===== src/rtl/sandwich_tester.sv =====
// Walks the 3-bit {b,h,s} pattern space, holding each pattern HOLD_CYCLES cycles, and compares v to expected.
// Define SANDWICH_TESTER_LOOP_EN to restart automatically after each DONE cycle instead of waiting for start.
module sandwich_tester #(
  parameter int HOLD_CYCLES = 4
) (
  input  logic       clk,
  input  logic       rst_n,
  input  logic       start,
  input  logic [7:0] expected,
  input  logic       v,
  output logic       b,
  output logic       h,
  output logic       s,
  output logic       busy,
  output logic       done,
  output logic       pass,
  output logic [3:0] err_count,
  output logic [7:0] fail_vec
);

  typedef enum logic [1:0] {IDLE, DRIVE, SAMPLE, DONE} state_t;

  localparam logic [3:0] HOLD_LAST = 4'(HOLD_CYCLES - 1);
  localparam logic [3:0] ERR_MAX   = 4'd8;

  state_t     state_q, state_d;
  logic [2:0] idx_q, idx_d;
  logic [3:0] hold_q, hold_d;
  logic [3:0] err_q, err_d;
  logic [7:0] fail_q, fail_d;
  logic [2:0] pat_q, pat_d;
  logic       busy_q, busy_d;
  logic       done_q, done_d;
  logic       pass_q, pass_d;

  always_comb begin
    // NOTE: every always_comb output gets a default first so no path leaves it unassigned (no latch).
    state_d = state_q;
    idx_d   = idx_q;
    hold_d  = hold_q;
    err_d   = err_q;
    fail_d  = fail_q;

    unique case (state_q)
      IDLE: begin
        if (start) begin
          state_d = DRIVE;
          idx_d   = 3'd0;
          hold_d  = 4'd0;
          err_d   = 4'd0;
          fail_d  = 8'd0;
        end
      end
      DRIVE: begin
        if (hold_q == HOLD_LAST) state_d = SAMPLE;
        else                     hold_d  = hold_q + 4'd1;
      end
      SAMPLE: begin
        if (v != expected[idx_q]) begin
          fail_d[idx_q] = 1'b1;
          if (err_q < ERR_MAX) err_d = err_q + 4'd1;
        end
        if (idx_q == 3'd7) begin
          state_d = DONE;
        end else begin
          state_d = DRIVE;
          idx_d   = idx_q + 3'd1;
          hold_d  = 4'd0;
        end
      end
      DONE: begin
`ifdef SANDWICH_TESTER_LOOP_EN
        state_d = DRIVE;
        idx_d   = 3'd0;
        hold_d  = 4'd0;
        err_d   = 4'd0;
        fail_d  = 8'd0;
`else
        if (start) begin
          state_d = DRIVE;
          idx_d   = 3'd0;
          hold_d  = 4'd0;
          err_d   = 4'd0;
          fail_d  = 8'd0;
        end
`endif
      end
      default: state_d = IDLE;
    endcase

    // Outputs are decoded from the next state so they register alongside it.
    busy_d = (state_d == DRIVE) || (state_d == SAMPLE);
    pat_d  = busy_d ? idx_d : 3'd0;
    done_d = (state_d == DONE);
    pass_d = done_d && (err_d == 4'd0);
  end

  // NOTE: sequential state uses non-blocking assignments so all flops update from pre-edge values.
  always_ff @(posedge clk or negedge rst_n) begin
    if (!rst_n) begin
      state_q <= IDLE;
      idx_q   <= 3'd0;
      hold_q  <= 4'd0;
      err_q   <= 4'd0;
      fail_q  <= 8'd0;
      pat_q   <= 3'd0;
      busy_q  <= 1'b0;
      done_q  <= 1'b0;
      pass_q  <= 1'b0;
    end else begin
      state_q <= state_d;
      idx_q   <= idx_d;
      hold_q  <= hold_d;
      err_q   <= err_d;
      fail_q  <= fail_d;
      pat_q   <= pat_d;
      busy_q  <= busy_d;
      done_q  <= done_d;
      pass_q  <= pass_d;
    end
  end

  assign {b, h, s}  = pat_q;
  assign busy       = busy_q;
  assign done       = done_q;
  assign pass       = pass_q;
  assign err_count  = err_q;
  assign fail_vec   = fail_q;

endmodule


===== config.mk =====
export PLATFORM = sky130hd
export DESIGN_NAME = sandwich_tester
export DESIGN_NICKNAME = d
export VERILOG_FILES = /design/src/rtl/sandwich_tester.sv
export SDC_FILE = /design/constraint.sdc
export NUM_CORES = 1
export LEC_CHECK = 0
export BUFFER_PORTS_ARGS = -buffer_cell sky130_fd_sc_hd__clkbuf_2
export CAP_MARGIN = 20
export CORE_ASPECT_RATIO = 1.2
export CORE_UTILIZATION = 50
export DETAILED_ROUTE_END_ITERATION = 8
export PLACE_DENSITY_LB_ADDON = 0.3
export SETUP_SLACK_MARGIN = 0.05
export SYNTH_ARGS = -nofsm -noshare
export SYNTH_HDL_FRONTEND = slang
export SYNTH_SLANG_ARGS = --single-unit
export TNS_END_PERCENT = 10

===== constraint.sdc =====
create_clock -name clk -period 2.6 [get_ports clk]
set_input_delay 0.13 -clock clk [delete_from_list [all_inputs] [get_ports clk]]
set_output_delay 0.13 -clock clk [all_outputs]
set_load 0.01 [all_outputs]

==> impl_metrics.ini, run 1 <==
[grt]
grt_pass1_vias = 1058
grtUsageTotal = 0.213
grt_max_degree = 28
grt_antenna_before_repair = 0
grt_overflow_total = 0
grt_pass1_wl_um = 4710

[power]
clockPowerShare = 0.156
swShare = 0.372
leakagePower_nw = 0.798
p_switching_uw = 427
internal_power_uw = 721
peakVddDrop_mv = 0.400
p_per_area_nw_per_um2 = 725
p_total_mw = 1.15
pwr-share-comb = 0.385
p_seq_frac = 0.459

[floorplan]
io_pins = 30
chipWidth_um = 49.9
rows = 20
dieArea_um2 = 2970
start_util = 0.535
die_y_um = 59.5
core-area_um2 = 2580

[clock_network]
tritoncts = built
cts.clk_slew.worst_paths_ps = 140
root_buffer = clkbuf_4
clk_path_buf_depth = 2
cts_sinks = 27
clock_latency_ps = 320
cts-htree-levels = 1
cts_buffers = 3
post_cts_buffers = 0

[synthesis]
synthMuxAreaShare = 0.0608
syn_avg_cell_area_um2 = 10.4
syn_area_um2 = 1380
synthArstFlopShare = 1.00
ys_types = 37
synth-seq-cells = 27
synth-xor-area-share = 0.0118
synth_compound_area_frac = 0.149
synthAdderAreaFrac = 0.0635
syn-num-nets = 152
synthFlopType = dfrtp_1
synth_top_family_by_area = simple AND/OR/NAND/NOR gates
ys_warn_count = 0
synth-seq-area-share = 0.490
synth-simple-area-share = 0.195
syn-instance-count = 133
synth_edf_count = 0

[sta]
setup_violations = 0
hold-worst-slack_ps = 191
slew_headroom = 0.555
period_share = 0.869
tightest_slew_ps = 668
finalHoldViolCount = 0
grt_setup_unrepaired = false
timing.fmax_mhz = 443
post-route-min-period_ps = 2260
report.final.slew_viol_count = 0
setup_tns_ps = 0
clock_skew_ps = 1.36

[final_layout]
drive_gt1_frac = 0.245
fin_cells = 196
fill_cells = 221
n_antenna_cell = 0
areaGrowthSynthToFinish_pct = 14.9
nets = 183

[route]
drc_errors = 0
wl_um = 2780
wire_per_inst_um = 14.2
drtIter0Drc = 34
antenna_left = 0
num_vias = 1100
viasPerCell = 5.61
dr.pass1.iters = 4

[worst_setup_path]
cp_num_buf_inv = 0
cpMaxStageDelayCell = dfrtp_2
critPathMaxStageDelay_ps = 530
worst-setup-path-type = flop to flop
critPathTopFamily = compound AO/OA/AOI/OAI gates
cp.arrival_ps = 2520
worstPathRequired_ps = 2860
cp-end-kind = flop
crit_chain = mux2i_1, mux4_2, xor2_2, a211oi_1, a21oi_1, nor2_1
startpoint_type = flop
crit_path_max_fanout = 13

[placement]
dp_hpwl_um = 2070
gp_congestion = 0.790
port_buffers = 29
dp.cells = 191

[run]
drv_cap = 0

[status]
status = finished clean

[hold_path]
worstHoldPathType = input pin to flop
## cell usage in the layout, fill, tap and decap left out, types with 3 or more instances in the layout
cell / instances
dfrtp_1: 26
o21ai_0: 7
inv_1: 4
clkbuf_2: 29
mux2i_1: 5
nand2_1: 13
a22o_1: 3
ha_1: 7
a21oi_1: 8
nor2b_1: 4
clkbuf_4: 3
nor2_1: 12
nand2b_1: 4
and2_1: 3
## registers in the layout (all words and copies together), names as in the netlist
| register | count |
|---|---|
| busy | 1 |
| done | 1 |
| hold_q | 4 |
| pat_q | 3 |
| idx_q | 3 |
| pass | 1 |
| err_count | 4 |
| fail_vec | 8 |
| state_q | 2 |
## what timing repair did
action                                 in CTS  in global routing
resized for setup                           0                  1
endpoints found under the hold margin      27                  0
setup endpoints to repair                   0                  1
hold buffers                                1                  0
## final cells by class
class / instances / area [um2] / share of cell area
sequential: 27 / 677 / 0.427
inverter: 4 / 15.0 / 0.00948
clock buffer: 4 / 26.3 / 0.0166
timing repair buffer: 31 / 163 / 0.103
multi-input combinational: 97 / 662 / 0.418
tap: 33 / 41.3 / 0.0261
## per-stage QoR
step	area (um2)	setup slack, ps	utilization
floorplan	1380	457	-
CTS	1580	247	0.614
detailed placement	1550	279	0.600
global route	1580	188	0.615
global placement	1550	350	0.600
finish	1580	341	0.615
## synthesized netlist by cell type, types with 2 or more instances
cell type | instances | area [um2]
inv_1 | 4 | 15.0
or4_1 | 2 | 15.0
clkbuf_1 | 4 | 15.0
o21bai_1 | 2 | 15.0
nand3_1 | 2 | 10.0
nand2b_1 | 4 | 25.0
nor3_1 | 2 | 10.0
nor2_1 | 12 | 45.0
a31oi_1 | 2 | 12.5
a22o_1 | 3 | 26.3
a21oi_1 | 8 | 40.0
dfrtp_1 | 27 | 676
nand2_1 | 13 | 48.8
nor3b_1 | 2 | 15.0
mux2i_1 | 5 | 50.1
nor2b_1 | 4 | 25.0
a211oi_1 | 2 | 15.0
o21ai_0 | 7 | 35.0
ha_1 | 7 | 87.6
o211ai_1 | 2 | 15.0
and2_1 | 3 | 18.8
## tightest hold or removal path, delay by kind of cell
kind            cells  cell delay [ps]
compound gates      2              240
buf+inv             1              100
## power groups by stage
stage,registers [mW],clock network [mW],logic [mW]
final,0.527,0.179,0.442
after global routing,0.537,0.197,0.498
after CTS,0.527,0.185,0.445
after detailed placement,0.535,0,0.440
after global placement,0.532,0,0.424
after floorplan,0.534,0,0.313
## metal layers
metal,vias to the layer above,track usage,wire [um]
li1,534,-,-
met1,529,0.251,1180
met2,33,0.384,1490
met3,4,0.0308,86
met4,0,0.0898,24
met5,-,0,0
## cell families after synthesis
logic type                 after synthesis
AOI/OAI and AO/OA                       31
xor gates and xnor gates                 1
adders and majority gates                7
buffers and inverters                    9
DFF                                     27
muxes                                    7
and+or+nand+nor                         51
## path summary, 6_finish.rpt
kind / from / cells past startpoint / slack, ps / endpoint
max in group asynchronous: rst_n / 2 / 1780 / idx_q[0]$_DFF_PN0_
worst min register to register: fail_vec[0]$_DFFE_PN0P_ / 2 / 520 / fail_vec[0]$_DFFE_PN0P_
worst min-delay path: start / 3 / 190 / state_q[0]$_DFF_PN0_
worst max-delay path: idx_q[0]$_DFF_PN0_ / 6 / 340 / fail_vec[1]$_DFFE_PN0P_
min in group asynchronous: rst_n / 2 / 350 / pass$_DFF_PN0_
worst max register to register: idx_q[0]$_DFF_PN0_ / 6 / 340 / fail_vec[1]$_DFFE_PN0P_
(Power assumes the default switching activity.)
==> run 2: changes to the inputs <==
--- a/config.mk
+++ b/config.mk
@@ -7,8 +7,10 @@
 export LEC_CHECK = 0
 export BUFFER_PORTS_ARGS = -buffer_cell sky130_fd_sc_hd__clkbuf_2
 export CAP_MARGIN = 20
+export CELL_PAD_IN_SITES_DETAIL_PLACEMENT = 1
+export CELL_PAD_IN_SITES_GLOBAL_PLACEMENT = 2
 export CORE_ASPECT_RATIO = 1.2
-export CORE_UTILIZATION = 50
+export CORE_UTILIZATION = 33
 export DETAILED_ROUTE_END_ITERATION = 8
 export PLACE_DENSITY_LB_ADDON = 0.3
 export SETUP_SLACK_MARGIN = 0.05
==> run 2 against run 1 <==
Utilization is 20 points lower. Setup slack better by 97 ps. Highest routed layer unchanged. Maximum frequency is 4.5% higher. Flip-flop and latch count stayed put. Combinational power is 9.3% higher. Via count is 1.5% lower. Critical path type unchanged.
==> impl_metrics.ini, run 2 (synthesis gave the netlist of run 1 again) <==
[sta]
clock_skew_ps = 3.48
period_share = 0.832
timing.final.ws_setup_ps = 437
setup_violations = 0
slew_headroom = 0.533
report.final.slew_viol_count = 0
tightest_slew_ps = 700
finalHoldViolCount = 0
timing.fmax_mhz = 462
post-route-min-period_ps = 2160
setup_tns_ps = 0
grt_setup_unrepaired = false

[placement]
place_ws_ps = 446
dp.cells = 215
gp_congestion = 0.785
dpl_cell_area_um2 = 1600
dp_hpwl_um = 2420
port_buffers = 29

[final_layout]
fin_cells = 220
fill_cells = 494
areaGrowthSynthToFinish_pct = 20.0
final_area_um2 = 1650
mostFrequentLayoutCells = clkbuf_2, dfrtp_1, nand2_1
n_antenna_cell = 0
multi_input_area_um2 = 662
regArea_um2 = 676
final_common_cell = clkbuf_2
drive_gt1_frac = 0.259
largest_reg_flops = 8
nets = 186

[route]
wl_um = 3200
drtIter0Drc = 31
drc_errors = 0
antenna_left = 0
wire_per_inst_um = 14.5
num_vias = 1083
viasPerCell = 4.92
dr.pass1.iters = 4

[worst_setup_path]
crit_path_max_fanout = 8
critPathMaxStageDelay_ps = 540
crit_chain = mux2i_1, mux4_2, xor2_2, or4b_1, o211ai_2, nor4_2
critPathTopFamily = multiplexers
reg2reg_depth = 6
worst-setup-path-type = flop to flop
path_depth = 6
cpMaxStageDelayCell = or4b_1
cp.arrival_ps = 2320
cp-end-kind = flop
worstPathRequired_ps = 2760
startpoint_type = flop
cp_num_buf_inv = 0

[grt]
grt_max_degree = 28
grt_pass1_vias = 1106
top_usage_layer = met2
grt_pass1_wl_um = 5220
grt_antenna_before_repair = 0
grt_util_met3 = 0.0230
grtUsageTotal = 0.156
grt_overflow_total = 0
use_met1 = 0.214
grtUsageMet2 = 0.260

[clock_network]
clock_latency_ps = 270
tritoncts = built
root_buffer = clkbuf_8
clk_path_buf_depth = 2
cts_sinks = 27
cts_buffers = 3
cts_resized = 0
cts.clk_slew.worst_paths_ps = 90
cts-htree-levels = 1

[power]
peakVddDrop_mv = 0.393
p_total_mw = 1.25
p_per_area_nw_per_um2 = 755
leakagePower_nw = 0.822

[floorplan]
rows = 25
start_util = 0.347
core-area_um2 = 3970
io_pins = 30
chipWidth_um = 61.0
die_y_um = 72.8
dieArea_um2 = 4440

[status]
status = finished clean

[hold_path]
worstHoldPathType = input pin to flop
whs_path_depth = 3

[run]
drv_cap = 0
-- run 2: changes by cell type in the layout (fill, tap and decap cells not counted), sizes merged --
cell,change
clkbuf,-1
clkinvlp,+1
buf,+3
-- run 2: stage by stage --
stage          hold slack [ps]   util
2_1_floorplan             -166      -
3_3_place_gp               201  0.402
3_5_place_dp               207  0.402
4_1_cts                    259  0.416
5_1_grt                    296  0.416
6_report                   270  0.416
-- run 2: path summary, 6_finish.rpt --
kind / start / endpoint / slack [ps]
max: idx_q[0]$_DFF_PN0_ / pass$_DFF_PN0_ / 440
min: start / state_q[0]$_DFF_PN0_ / 270
max reg2reg: idx_q[0]$_DFF_PN0_ / pass$_DFF_PN0_ / 440
min reg2reg: fail_vec[5]$_DFFE_PN0P_ / fail_vec[5]$_DFFE_PN0P_ / 500
max in group asynchronous: rst_n / state_q[1]$_DFF_PN0_ / 1730
min in group asynchronous: rst_n / done$_DFF_PN0_ / 430
-- run 2: layer usage --
| metal | wire length, um | share of wire |
|---|---|---|
| met1 | 1540 | 0.48 |
| met2 | 1550 | 0.48 |
| met3 | 93 | 0.029 |
| met4 | 20 | 0.0063 |
| met5 | 0 | 0 |
-- run 2: layout make-up --
cell class / count / share of cell area
clock buffer: 3 / 0.0250
clock inverter: 1 / 0.00454
inverter: 4 / 0.00908
multi-input combinational: 97 / 0.400
sequential: 27 / 0.408
tap: 54 / 0.0408
timing repair buffer: 34 / 0.112
-- run 2: what timing repair did --
action                                  in CTS  in global routing
hold endpoints to repair                    27                  0
setup buffers                                0                  0
endpoints found under the setup margin       0                  0
hold buffers                                 1                  0
-- run 2: where the power goes --
part | switching, mW | total, mW | internal [mW]
combinational | 0.284 | 0.483 | 0.200
clock | 0.135 | 0.244 | 0.109
sequential | 0.0429 | 0.521 | 0.478
-- run 2: worst reg2reg max path, delay by kind of cell, from the launching register on --
kind,cells,cell delay [ps]
mux,2,650
simple gates,2,610
compound gates,1,110
xor+xnor,1,220
flops,1,470
==> run 3: changes to the inputs <==
==> constraint.sdc (replaced) <==
create_clock -name clk -period 2.1 [get_ports clk]
set_input_delay 0.105 -clock clk [delete_from_list [all_inputs] [get_ports clk]]
set_output_delay 0.105 -clock clk [all_outputs]
set_load 0.01 [all_outputs]
==> run 3 against run 2 <==
The run now ends with setup timing left. Maximum frequency about the same. Combinational power up 41%. Clock skew about the same. Final area up 5.8%. Non-clock buffer count up 5. Power up 30%. Setup slack worse by 500 ps. Via count up 2.2%. Critical path type unchanged. Critical endpoint unchanged. Largest power group is now combinational cells.
==> impl_metrics.ini, run 3 (synthesis gave the netlist of run 1 again) <==
[floorplan]
core-area_um2 = 3970
io_pins = 30
die_y_um = 72.8
chipWidth_um = 61.0
start_util = 0.347
dieArea_um2 = 4440
rows = 25

[clock_network]
cts_sinks = 27
clock_latency_ps = 280
tritoncts = built
cts_buffers = 3
root_buffer = clkbuf_8
cts-htree-levels = 1
cts.clk_slew.worst_paths_ps = 90
clk_path_buf_depth = 2

[sta]
hold-worst-slack_ps = 242
setup_tns_ps = -61.7
clock_skew_ps = 3.19
period_share = 1.03
timing.final.ws_setup_ps = -61.7
timing.fmax_mhz = 463
slew_headroom = 0.541
setup_violations = 1
tightest_slew_ps = 688
post-route-min-period_ps = 2160
finalHoldViolCount = 0
report.final.slew_viol_count = 0
grt_setup_unrepaired = true

[worst_setup_path]
startpoint_type = flop
r2r_end = pass$_DFF_PN0_
critPathMaxStageDelay_ps = 530
crit_chain = mux2i_1, mux4_2, xor2_4, or4b_4, o211ai_4, nor4_2
worst-setup-path-type = flop to flop
cp.arrival_ps = 2330
cpMaxStageDelayCell = mux4_2
reg2reg_from = idx_q[0]$_DFF_PN0_
reg2reg_depth = 6
worstPathRequired_ps = 2260
cp-end-kind = flop
crit_path_max_fanout = 8
regToRegSetupSlack_ps = -60

[placement]
gp_congestion = 0.763
port_buffers = 29
dp_hpwl_um = 2570
place_ws_ps = -91.8
dpl_cell_area_um2 = 1630

[route]
viasPerCell = 4.92
drtIter0Drc = 16
wire_per_inst_um = 14.8
dr.pass1.iters = 2
num_vias = 1107
antenna_left = 0
wl_um = 3340
drc_errors = 0

[grt]
grt_antenna_before_repair = 0
grt_overflow_total = 0
grt_pass1_vias = 1236
grtUsageTotal = 0.169
grt_pass1_wl_um = 5600
grt_max_degree = 28

[final_layout]
largest_reg_flops = 8
regArea_um2 = 677
drive_gt1_frac = 0.333
multi_input_area_um2 = 722
nets = 191
fin_util = 0.441
areaGrowthSynthToFinish_pct = 27.0
final_area_um2 = 1750
final_common_cell = clkbuf_2
n_antenna_cell = 0
mostFrequentLayoutCells = clkbuf_2, dfrtp_1, nand2_1
fill_cells = 472

[hold_path]
min_to = state_q[0]$_DFF_PN0_
hp-start = start
whs_path_depth = 3
worstHoldPathType = input pin to flop

[status]
violations = setup timing
status = finished, violations left

[power]
peakVddDrop_mv = 0.313
p_per_area_nw_per_um2 = 929
leakagePower_nw = 0.855

[run]
drv_cap = 0
[run 3: worst max-delay path, delay by kind of cell (launching register included)]
family / cells / cell delay (ps)
mux: 2 / 660
simple gates: 2 / 590
compound gates: 1 / 90
flops: 1 / 460
xor+xnor: 1 / 240
[run 3: worst max-delay path by stage]
stage	endpoint	depth (start not counted)	from
detailed placement	fail_vec[4]$_DFFE_PN0P_	5	idx_q[0]$_DFF_PN0_
global placement	pass$_DFF_PN0_	6	idx_q[0]$_DFF_PN0_
finish	pass$_DFF_PN0_	6	idx_q[0]$_DFF_PN0_
CTS	pass$_DFF_PN0_	6	idx_q[0]$_DFF_PN0_
floorplan	pass$_DFF_PN0_	7	idx_q[0]$_DFF_PN0_
global route	pass$_DFF_PN0_	6	idx_q[0]$_DFF_PN0_
[run 3: repair_timing]
| item | CTS | global route |
|---|---|---|
| hold buffers | 1 | 0 |
| endpoints found under the hold margin | 27 | 0 |
| setup buffers | 0 | 1 |
| gates resized for setup | 3 | 11 |
| pin swaps | 1 | 6 |
| setup endpoints to repair | 14 | 17 |
[run 3: layer usage]
layer	global-route usage	part of all wire	vias to the layer above
met5	0	0	-
met4	0.0530	0.014	0
met3	0.0213	0.023	5
met2	0.304	0.51	22
met1	0.206	0.45	533
li1	-	-	547
[run 3: area by class of cell]
| cell class | instances | share of cell area |
|---|---|---|
| flip-flops and latches | 27 | 0.387 |
| clock buffers | 3 | 0.0236 |
| clock inverters | 1 | 0.00286 |
| well taps | 54 | 0.0386 |
| inverters | 4 | 0.00858 |
| repair buffers | 39 | 0.127 |
| multi-input cells | 97 | 0.412 |
[run 3: where the power goes]
group / internal (mW) / leakage (nW) / switching (mW)
clock network: 0.133 / 0.0255 / 0.168
logic: 0.297 / 0.462 / 0.381
registers: 0.593 / 0.367 / 0.0540
total: 1.02 / 0.855 / 0.603
[run 3: metrics by stage]
stage	cells	power [mW]
after detailed placement	219	1.30
after CTS	224	1.62
final	225	1.63
after global placement	219	1.26
after global routing	225	1.74
after floorplan	133	1.05
